==> src/rtl/qa_tx_if.sv <==
`default_nettype none
// ============================================================================
//  Module      : qa_tx_if
//  Description : Byte-in handshake and serial-line status bundle for qa_tx.
//                master = byte producer / line observer, slave = transmitter.
//  Revision    : 1.0 - initial release
// ============================================================================
interface qa_tx_if;
  logic [7:0] data_in;
  logic       valid;
  logic       ready;
  logic       out;
  logic       busy;
  logic       frame_done;

  modport master (
    output data_in,
    output valid,
    input  ready,
    input  out,
    input  busy,
    input  frame_done
  );

  modport slave (
    input  data_in,
    input  valid,
    output ready,
    output out,
    output busy,
    output frame_done
  );
endinterface
`default_nettype wire

==> src/rtl/qa_tx.sv <==
`default_nettype none
// ============================================================================
//  Module      : qa_tx
//  Description : Serial frame transmitter. Each accepted byte is sent as the
//                0111110 marker followed by the byte LSB first, with a single
//                1 stuffed after any run of five payload 1s so the marker
//                pattern can only appear at the start of a frame.
//  Revision    : 1.0 - initial release
// ============================================================================
module qa_tx #(
  parameter int CLKS_PER_BIT = 1
) (
  input  logic     clk,
  input  logic     rst,
  qa_tx_if.slave   bus
);

  typedef enum logic [1:0] {
    IDLE  = 2'd0,
    MARK  = 2'd1,
    DATA  = 2'd2,
    STUFF = 2'd3
  } state_t;

  // Marker is symmetric, so bit order within the constant does not matter.
  localparam logic [6:0] c_mark     = 7'b0111110;
  localparam logic [7:0] c_div_last = 8'(CLKS_PER_BIT - 1);

  state_t     r_state;
  logic [7:0] r_shift;
  logic [7:0] r_div;
  logic [2:0] r_cnt;
  logic [2:0] r_ones;
  logic       r_out;
  logic       r_busy;
  logic       r_done;
  logic       r_ready;

  logic       w_bit_end;
  logic       w_cur_bit;
  logic [2:0] w_ones_next;

  // Current bit period ends on this clock; run length after the payload bit now on the line.
  assign w_bit_end   = (r_div == c_div_last);
  assign w_cur_bit   = r_shift[r_cnt];
  assign w_ones_next = w_cur_bit ? (r_ones + 3'd1) : 3'd0;

  // Frame sequencer: all line and status outputs are registered here.
  always_ff @(posedge clk or posedge rst) begin
    if (rst) begin
      r_state <= IDLE;
      r_shift <= 8'd0;
      r_div   <= 8'd0;
      r_cnt   <= 3'd0;
      r_ones  <= 3'd0;
      r_out   <= 1'b1;
      r_busy  <= 1'b0;
      r_done  <= 1'b0;
      r_ready <= 1'b1;
    end else begin
      r_done <= 1'b0;
      case (r_state)
        IDLE: begin
          r_out   <= 1'b1;
          r_busy  <= 1'b0;
          r_ready <= 1'b1;
          r_div   <= 8'd0;
          r_cnt   <= 3'd0;
          r_ones  <= 3'd0;
          // ready is always high here, so valid alone completes the handshake
          if (bus.valid) begin
            r_shift <= bus.data_in;
            r_state <= MARK;
            r_out   <= c_mark[0];
            r_busy  <= 1'b1;
            r_ready <= 1'b0;
          end
        end

        MARK: begin
          if (!w_bit_end) begin
            r_div <= r_div + 8'd1;
          end else begin
            r_div <= 8'd0;
            if (r_cnt == 3'd6) begin
              r_state <= DATA;
              r_cnt   <= 3'd0;
              r_ones  <= 3'd0;
              r_out   <= r_shift[0];
            end else begin
              r_cnt <= r_cnt + 3'd1;
              r_out <= c_mark[r_cnt + 3'd1];
            end
          end
        end

        DATA: begin
          if (!w_bit_end) begin
            r_div <= r_div + 8'd1;
          end else begin
            r_div  <= 8'd0;
            r_ones <= w_ones_next;
            if (w_ones_next == 3'd5) begin
              // Fifth consecutive payload 1: break the run before it can mimic the marker
              r_state <= STUFF;
              r_out   <= 1'b1;
            end else if (r_cnt == 3'd7) begin
              r_state <= IDLE;
              r_out   <= 1'b1;
              r_busy  <= 1'b0;
              r_ready <= 1'b1;
              r_done  <= 1'b1;
            end else begin
              r_cnt <= r_cnt + 3'd1;
              r_out <= r_shift[r_cnt + 3'd1];
            end
          end
        end

        STUFF: begin
          if (!w_bit_end) begin
            r_div <= r_div + 8'd1;
          end else begin
            r_div  <= 8'd0;
            r_ones <= 3'd0;
            if (r_cnt == 3'd7) begin
              r_state <= IDLE;
              r_out   <= 1'b1;
              r_busy  <= 1'b0;
              r_ready <= 1'b1;
              r_done  <= 1'b1;
            end else begin
              r_state <= DATA;
              r_cnt   <= r_cnt + 3'd1;
              r_out   <= r_shift[r_cnt + 3'd1];
            end
          end
        end

        default: begin
          r_state <= IDLE;
          r_out   <= 1'b1;
          r_busy  <= 1'b0;
          r_ready <= 1'b1;
        end
      endcase
    end
  end

  assign bus.ready      = r_ready;
  assign bus.out        = r_out;
  assign bus.busy       = r_busy;
  assign bus.frame_done = r_done;

endmodule
`default_nettype wire
==> src/flat_wrapper.sv <==
// flat-port wrapper written by rule: the top's interface ports become plain ports
module qa_tx_flat 
#(
  parameter int CLKS_PER_BIT = 1
)
  (clk, rst, bus_data_in, bus_valid, bus_ready, bus_out, bus_busy, bus_frame_done);
  qa_tx_if bus_i ();
  input  logic clk;
  input  logic rst;
  input wire logic [$bits(bus_i.data_in)-1:0] bus_data_in;
  input wire logic [$bits(bus_i.valid)-1:0] bus_valid;
  output wire logic [$bits(bus_i.ready)-1:0] bus_ready;
  output wire logic [$bits(bus_i.out)-1:0] bus_out;
  output wire logic [$bits(bus_i.busy)-1:0] bus_busy;
  output wire logic [$bits(bus_i.frame_done)-1:0] bus_frame_done;
  assign bus_i.data_in = bus_data_in;
  assign bus_i.valid = bus_valid;
  assign bus_ready = bus_i.ready;
  assign bus_out = bus_i.out;
  assign bus_busy = bus_i.busy;
  assign bus_frame_done = bus_i.frame_done;
  qa_tx #(.CLKS_PER_BIT(CLKS_PER_BIT)) u_core (.clk(clk), .rst(rst), .bus(bus_i));
endmodule
==> config.mk <==
export PLATFORM = sky130hd
export DESIGN_NAME = qa_tx_flat
export DESIGN_NICKNAME = d
export VERILOG_FILES = /design/src/rtl/qa_tx_if.sv /design/src/rtl/qa_tx.sv /design/src/flat_wrapper.sv
export SDC_FILE = /design/constraint.sdc
export NUM_CORES = 1
export LEC_CHECK = 0
export ABC_CLOCK_PERIOD_IN_PS = 3450
export CAP_MARGIN = 20
export CORE_UTILIZATION = 30
export DETAILED_ROUTE_END_ITERATION = 7
export PLACE_DENSITY = 0.55
export SYNTH_ARGS = -nofsm -noshare
export SYNTH_HDL_FRONTEND = slang
export SYNTH_SLANG_ARGS = --single-unit
==> constraint.sdc <==
create_clock -name clk -period 3.45 [get_ports clk]
set_clock_uncertainty 0.2 [all_clocks]
set_input_delay 1.035 -clock clk [delete_from_list [all_inputs] [get_ports clk]]
set_output_delay 1.035 -clock clk [all_outputs]
set_load 0.03 [all_outputs]
# Word-level counts from Yosys, hierarchy flattened
# Memories as Yosys holds them, arrays and structs flattened.
# Cells that the tools add are included.
# totals
register_bits	28
romBits	8
inputBits	11
output_inout_bits	4
elab_cells	91
mem_count	1
# memory_table
memory	depth	width	rd	rd_ports_with_merged_regs	write_ports	line_no	source
(no name shown)	8	1	1	0	0	qa_tx.sv:92	r_out <= c_mark[r_cnt + 3'd1];
# classes
addsub	3
n_lt_le_gt_ge	2
eq_ne	13
mux	53
reduce_logical	10
# ops
cell	n
2-to-1 mux 3 bit	11
one-hot mux 3 bit (4 select lines)	2
2-to-1 mux 1 bit	23
2-to-1 mux 2 bit	8
one-hot mux 8 bit (2 select lines)	1
AND reduction 4 bit	3
== test 3 bit, second input constant	3
adder 8 x 1 -> 8 bit, second input constant	1
zero test 8 bit	1
< comparator 3 x 4 -> 1 bit, second input constant	2
2-to-1 mux 8 bit	1
inequality test 2 x 1 -> 1 bit, second input constant	4
one-hot mux 2 bit (4 select lines)	1
adder 3 x 1 -> 3 bit, second input constant	2
binary-select mux 1 bit (select 3 bit)	2
one-hot mux 1 bit (3 select lines)	2
AND reduction 6 bit	1
== test 2 bit, second input constant	2
inequality test 2 bit, second input constant	2
one-hot mux 1 bit (4 select lines)	1
inequality test 3 x 1 -> 1 bit, second input constant	1
AND reduction 3 bit	1
nonzero test 3 bit	1
OR reduction 3 bit	1
other kinds (4)	4

# Depth between registers and ports, before layout
# logic_depth
word_depth	7
mapped_depth	8

# Worst setup path after synthesis
# OpenSTA, ideal clock, no wires.
# synth_path
path_kind	register -> register
from	register u_core.r_div[0]
to	register u_core.r_cnt[0]
setup_time_ns	0.125
t_arrival_ns	2.095
path_slack_ns	1.031
path_stages_with_launch	8
n_path_buf	0
path_cell_list	dfrtp_1 > inv_1 > ha_1 > or4b_1 > or4_4 > a21oi_1 > o22a_2 > mux2_2
# synth_via
elab_chain_cells	3
word_cells_on_any_way	5
cone_classes	eq/ne (3); reduce/logical (2)
# synth_lines
element	line_no	source
start: declaration	qa_tx.sv:31	logic [7:0] r_div;
start signal: assignment	qa_tx.sv:82	r_div <= r_div + 8'd1;
start signal: assignment	qa_tx.sv:99	r_div <= r_div + 8'd1;
start signal: assignment	qa_tx.sv:122	r_div <= r_div + 8'd1;
zero test 8 bit *	qa_tx.sv:44	assign w_bit_end = (r_div == c_div_last);
inequality test 2 x 1 -> 1 bit (no line)	n/a	
AND reduction 4 bit (no line) *	n/a	
end signal: assignment	qa_tx.sv:91	r_cnt <= r_cnt + 3'd1;
end signal: assignment	qa_tx.sv:114	r_cnt <= r_cnt + 3'd1;
end signal: assignment	qa_tx.sv:134	r_cnt <= r_cnt + 3'd1;
end: declaration	qa_tx.sv:32	logic [2:0] r_cnt;
# Every way passes the cells marked *; elsewhere a longest branch is shown, timed or not.
# A chain may end at the register's enable or synchronous reset.

# Worst setup path after layout
# layout_path
from	register u_core.r_out (netlist: u_core.bus.out)
to	output port bus_out
# layout_rtl
element	line_no	source
start: declaration	qa_tx.sv:34	logic r_out;
start signal: assignment	qa_tx.sv:74	r_out <= c_mark[0];
start signal: assignment	qa_tx.sv:89	r_out <= r_shift[0];
start signal: assignment	qa_tx.sv:92	
end: declaration	flat_wrapper.sv:13	output wire logic [$bits(bus_i.out)-1:0] bus_out;
# No word-level cell between the ends.

==> impl_metrics.csv <==
group,metric,value,unit
sta,slew_headroom,54.77,%
yosys,ys_types,38,
die,io_pins,15,
yosys,async_reset_ff_share,100.0,%
die,num_rows,25,
yosys,ys_warn_count,0,
pwr,p_int,756.4,uW
yosys,synth_top_family_by_area,"simple AND/OR/NAND/NOR gates",
die,die_w,72.78,um
yosys,synth_edf_count,0,
yosys,ys.flop_type,"dfrtp_1",
place,numPortBuffers,14,
clock_tree,cts_hold_buf,0,
finish,stdcell_count,222,
route,routed_wl,2743,um
clock_tree,clockRootBuffer,"clkbuf_8",
worst_hold_path,hold_class,"register to register",
sta,grt_setup_unrepaired,"no",
finish,n_antenna_cell,0,
finish,final_cell_mix,"dfrtp_1, nor2_1, clkdlybuf4s50_1",
yosys,synth_compound_area_share,10.32,%
sta,hold_viol,0,
clock_tree,cts_buffer_depth,2,
worst_hold_path,holdCritStartpoint,"u_core.r_ones[2]",
finish,nFillCells,468,
pwr,power_density,631.1,nW/um^2
yosys,syn_nets,158,
clock_tree,cts_buffers,3,
yosys,synth_xor_area_share,3.497,%
sta,fin_ws,0.7036,ns
pwr,p_sw_share,32.97,%
clock_tree,cts_tree,"built",
yosys,synth_mux_area_share,14.65,%
place,place_congestion,0.8526,
die,dieArea,5296,sq um
critical_path,cp_max_fo,2,
route,viasPerCell,4.815,
finish,synthToLayoutAreaGrowth,18.98,%
critical_path,slowest_stage,"clkdlybuf4s50_1",
critical_path,crit_family,"buffers and inverters",
critical_path,crit_path_start_kind,"register",
finish,layout_commonest_cell,"dfrtp_1",
pwr,clkPwrFrac,23.0,%
route,remaining_drc_errors,0,
clock_tree,clkTransAtPathRegs,0.10,ns
yosys,ys_ff_latch,28,
critical_path,crit_buf_inv,1,
clock_tree,worst_skew_pair.late_latency,0.28,ns
sta,tightest_slew,0.6723,ns
pwr,comb_power_share,33.2,%
clock_tree,post-cts-setup-buffer-count,0,
clock_tree,h-tree-depth,1,
yosys,synthSimpleGateAreaFrac,15.49,%
route,drt_first_pass_iters,4,
status,status,"complete, no violations",
critical_path,r2r_start,"u_core.r_div[0]",
sta,fin_setup_tns,0,ns
yosys,mappedNetlistArea,1503,sq um
yosys,yosysSeqAreaShare,46.79,%
finish,nets,174,
route,postRouteAntennaNets,0,
global_route,grt_max_degree,29,
die,core_area,4786,sq um
global_route,grt_pass1_vias,1055,
critical_path,cp_data_arrival_time,1.51,ns
clock_tree,cts_sinks,28,
critical_path,cp-startpoint,"u_core.bus.out",
finish,drive_above_1_share,16.77,%
critical_path,critical_path.max_stage_delay,0.67,ns
sta,finalCriticalPeriod,2.746,ns
place,dp_hpwl,2089,um
clock_tree,post_cts_resize_count,0,
route,wire_per_inst,12.36,um
yosys,yosys.area_share.adder,5.828,%
critical_path,crit_required,2.21,ns
global_route,grt-ovfl-total,0,
place,post-place-ws,0.8917,ns
die,die_h,72.78,um
route,num_vias,1069,
global_route,antenna_found_initial,0,
sta,maxSlewViolCount,0,
critical_path,crit_path_cell_trace,"clkdlybuf4s50_1",
critical_path,setup.worst_path.class,"register to primary output",
sta,setup_viol,0,
global_route,grt_first_pass_wirelength,4781,um
yosys,netlist_instances,140,
job,drv_cap,0,
place,dp.cells,218,
pwr,p_seq_share,43.8,%
pwr,p_leak,0.0007777,uW
critical_path,endpoint_kind,"primary output",
route,initialDrtViolationCount,26,
global_route,grtUsageTotal,11.70,%
finish,final_core_util,37.36,%
pwr,ir_drop,358.4,uV
sta,timing.fmax,0.3641,GHz
sta,fin_crit_sh,79.61,%
pwr,power_switching,372.0,uW
die,start_util,31.40,%
yosys,synth.avg_cell_area,10.73,sq um
## power groups by stage
stage	sequential, uW	combinational (uW)	clock, uW
finish	494	374	260
detailed placement	503	373	0
global placement	498	371	0
floorplan	484	290	0
CTS	496	377	267
global route	510	414	284
## area by class of cell
type                            instances  area, sq um  area share [%]
Clock buffer                            3        41.29           2.309
Multi-Input combinational cell         99        748.2           41.85
Timing Repair Buffer                   15        147.6           8.258
Tap cell                               67        83.83           4.689
Inverter                                9        33.78           1.889
Clock inverter                          1        30.03           1.680
Sequential cell                        28        703.2           39.33
## cell families (layout without fill, tap and decap cells)
kind of cell,Yosys count,in the layout
and+or+nand+nor,46,46
DFF,28,28
AOI/OAI and AO/OA,22,22
muxes,18,18
buffers and inverters,13,28
adders and majority gates,7,7
xor gates and xnor gates,6,6
## state kept, by name (all words and copies together) (netlist names)
| register | count |
|---|---|
| u_core.bus.busy | 1 |
| u_core.bus.ready | 1 |
| u_core.bus.frame_done | 1 |
| u_core.r_div | 8 |
| u_core.bus.out | 1 |
| u_core.r_state | 2 |
| u_core.r_ones | 3 |
| u_core.r_shift | 8 |
| u_core.r_cnt | 3 |
## synthesized netlist by cell type (all sizes together) (2+ instances only)
| cell | number | share of area [%] |
|---|---|---|
| a211oi | 2 | 1.0 |
| a21oi | 5 | 1.7 |
| a22o | 2 | 1.2 |
| and3 | 3 | 1.3 |
| buf | 2 | 0.67 |
| clkbuf | 2 | 0.50 |
| dfrtp | 26 | 43 |
| dfstp | 2 | 3.5 |
| ha | 7 | 5.8 |
| inv | 9 | 2.2 |
| mux2 | 12 | 9.0 |
| mux2i | 4 | 2.7 |
| mux4 | 2 | 3.0 |
| nand2 | 7 | 1.7 |
| nand2b | 4 | 1.7 |
| nand3 | 8 | 2.7 |
| nor2 | 15 | 3.7 |
| nor2b | 2 | 0.83 |
| o21a | 2 | 1.0 |
| o21ai | 4 | 1.6 |
| o22a | 2 | 1.2 |
| xor2 | 5 | 2.9 |
## final timing paths
kind,end,cells past startpoint,slack [ns]
worst max-delay path,bus_out,1,0.70
min in group asynchronous,u_core.r_div[0],3,0.90
worst min-delay path,u_core.r_ones[2],1,0.32
worst max register to register,u_core.r_cnt[2],7,0.87
max in group asynchronous,u_core.bus.out,3,1.85
worst min register to register,u_core.r_ones[2],1,0.32
## layer usage
metal | track usage, % | share of wire [%] | vias up
met5 | 0 | 0 | -
met4 | 3.268 | 0.73 | 0
met3 | 2.210 | 3.4 | 4
met2 | 18.48 | 46 | 19
met1 | 16.39 | 50 | 522
li1 | - | - | 524
## per-stage QoR
step           hold slack, ns  cell area, sq um  total power [uW]
6_report               0.3168              1788              1128
3_5_place_dp           0.3022              1717             876.0
5_1_grt                0.3449              1788              1208
2_1_floorplan          0.2642              1503             773.6
3_3_place_gp           0.2776              1717             868.2
4_1_cts                0.3258              1788              1140
No activity file was read; power rests on OpenSTA's default activity.
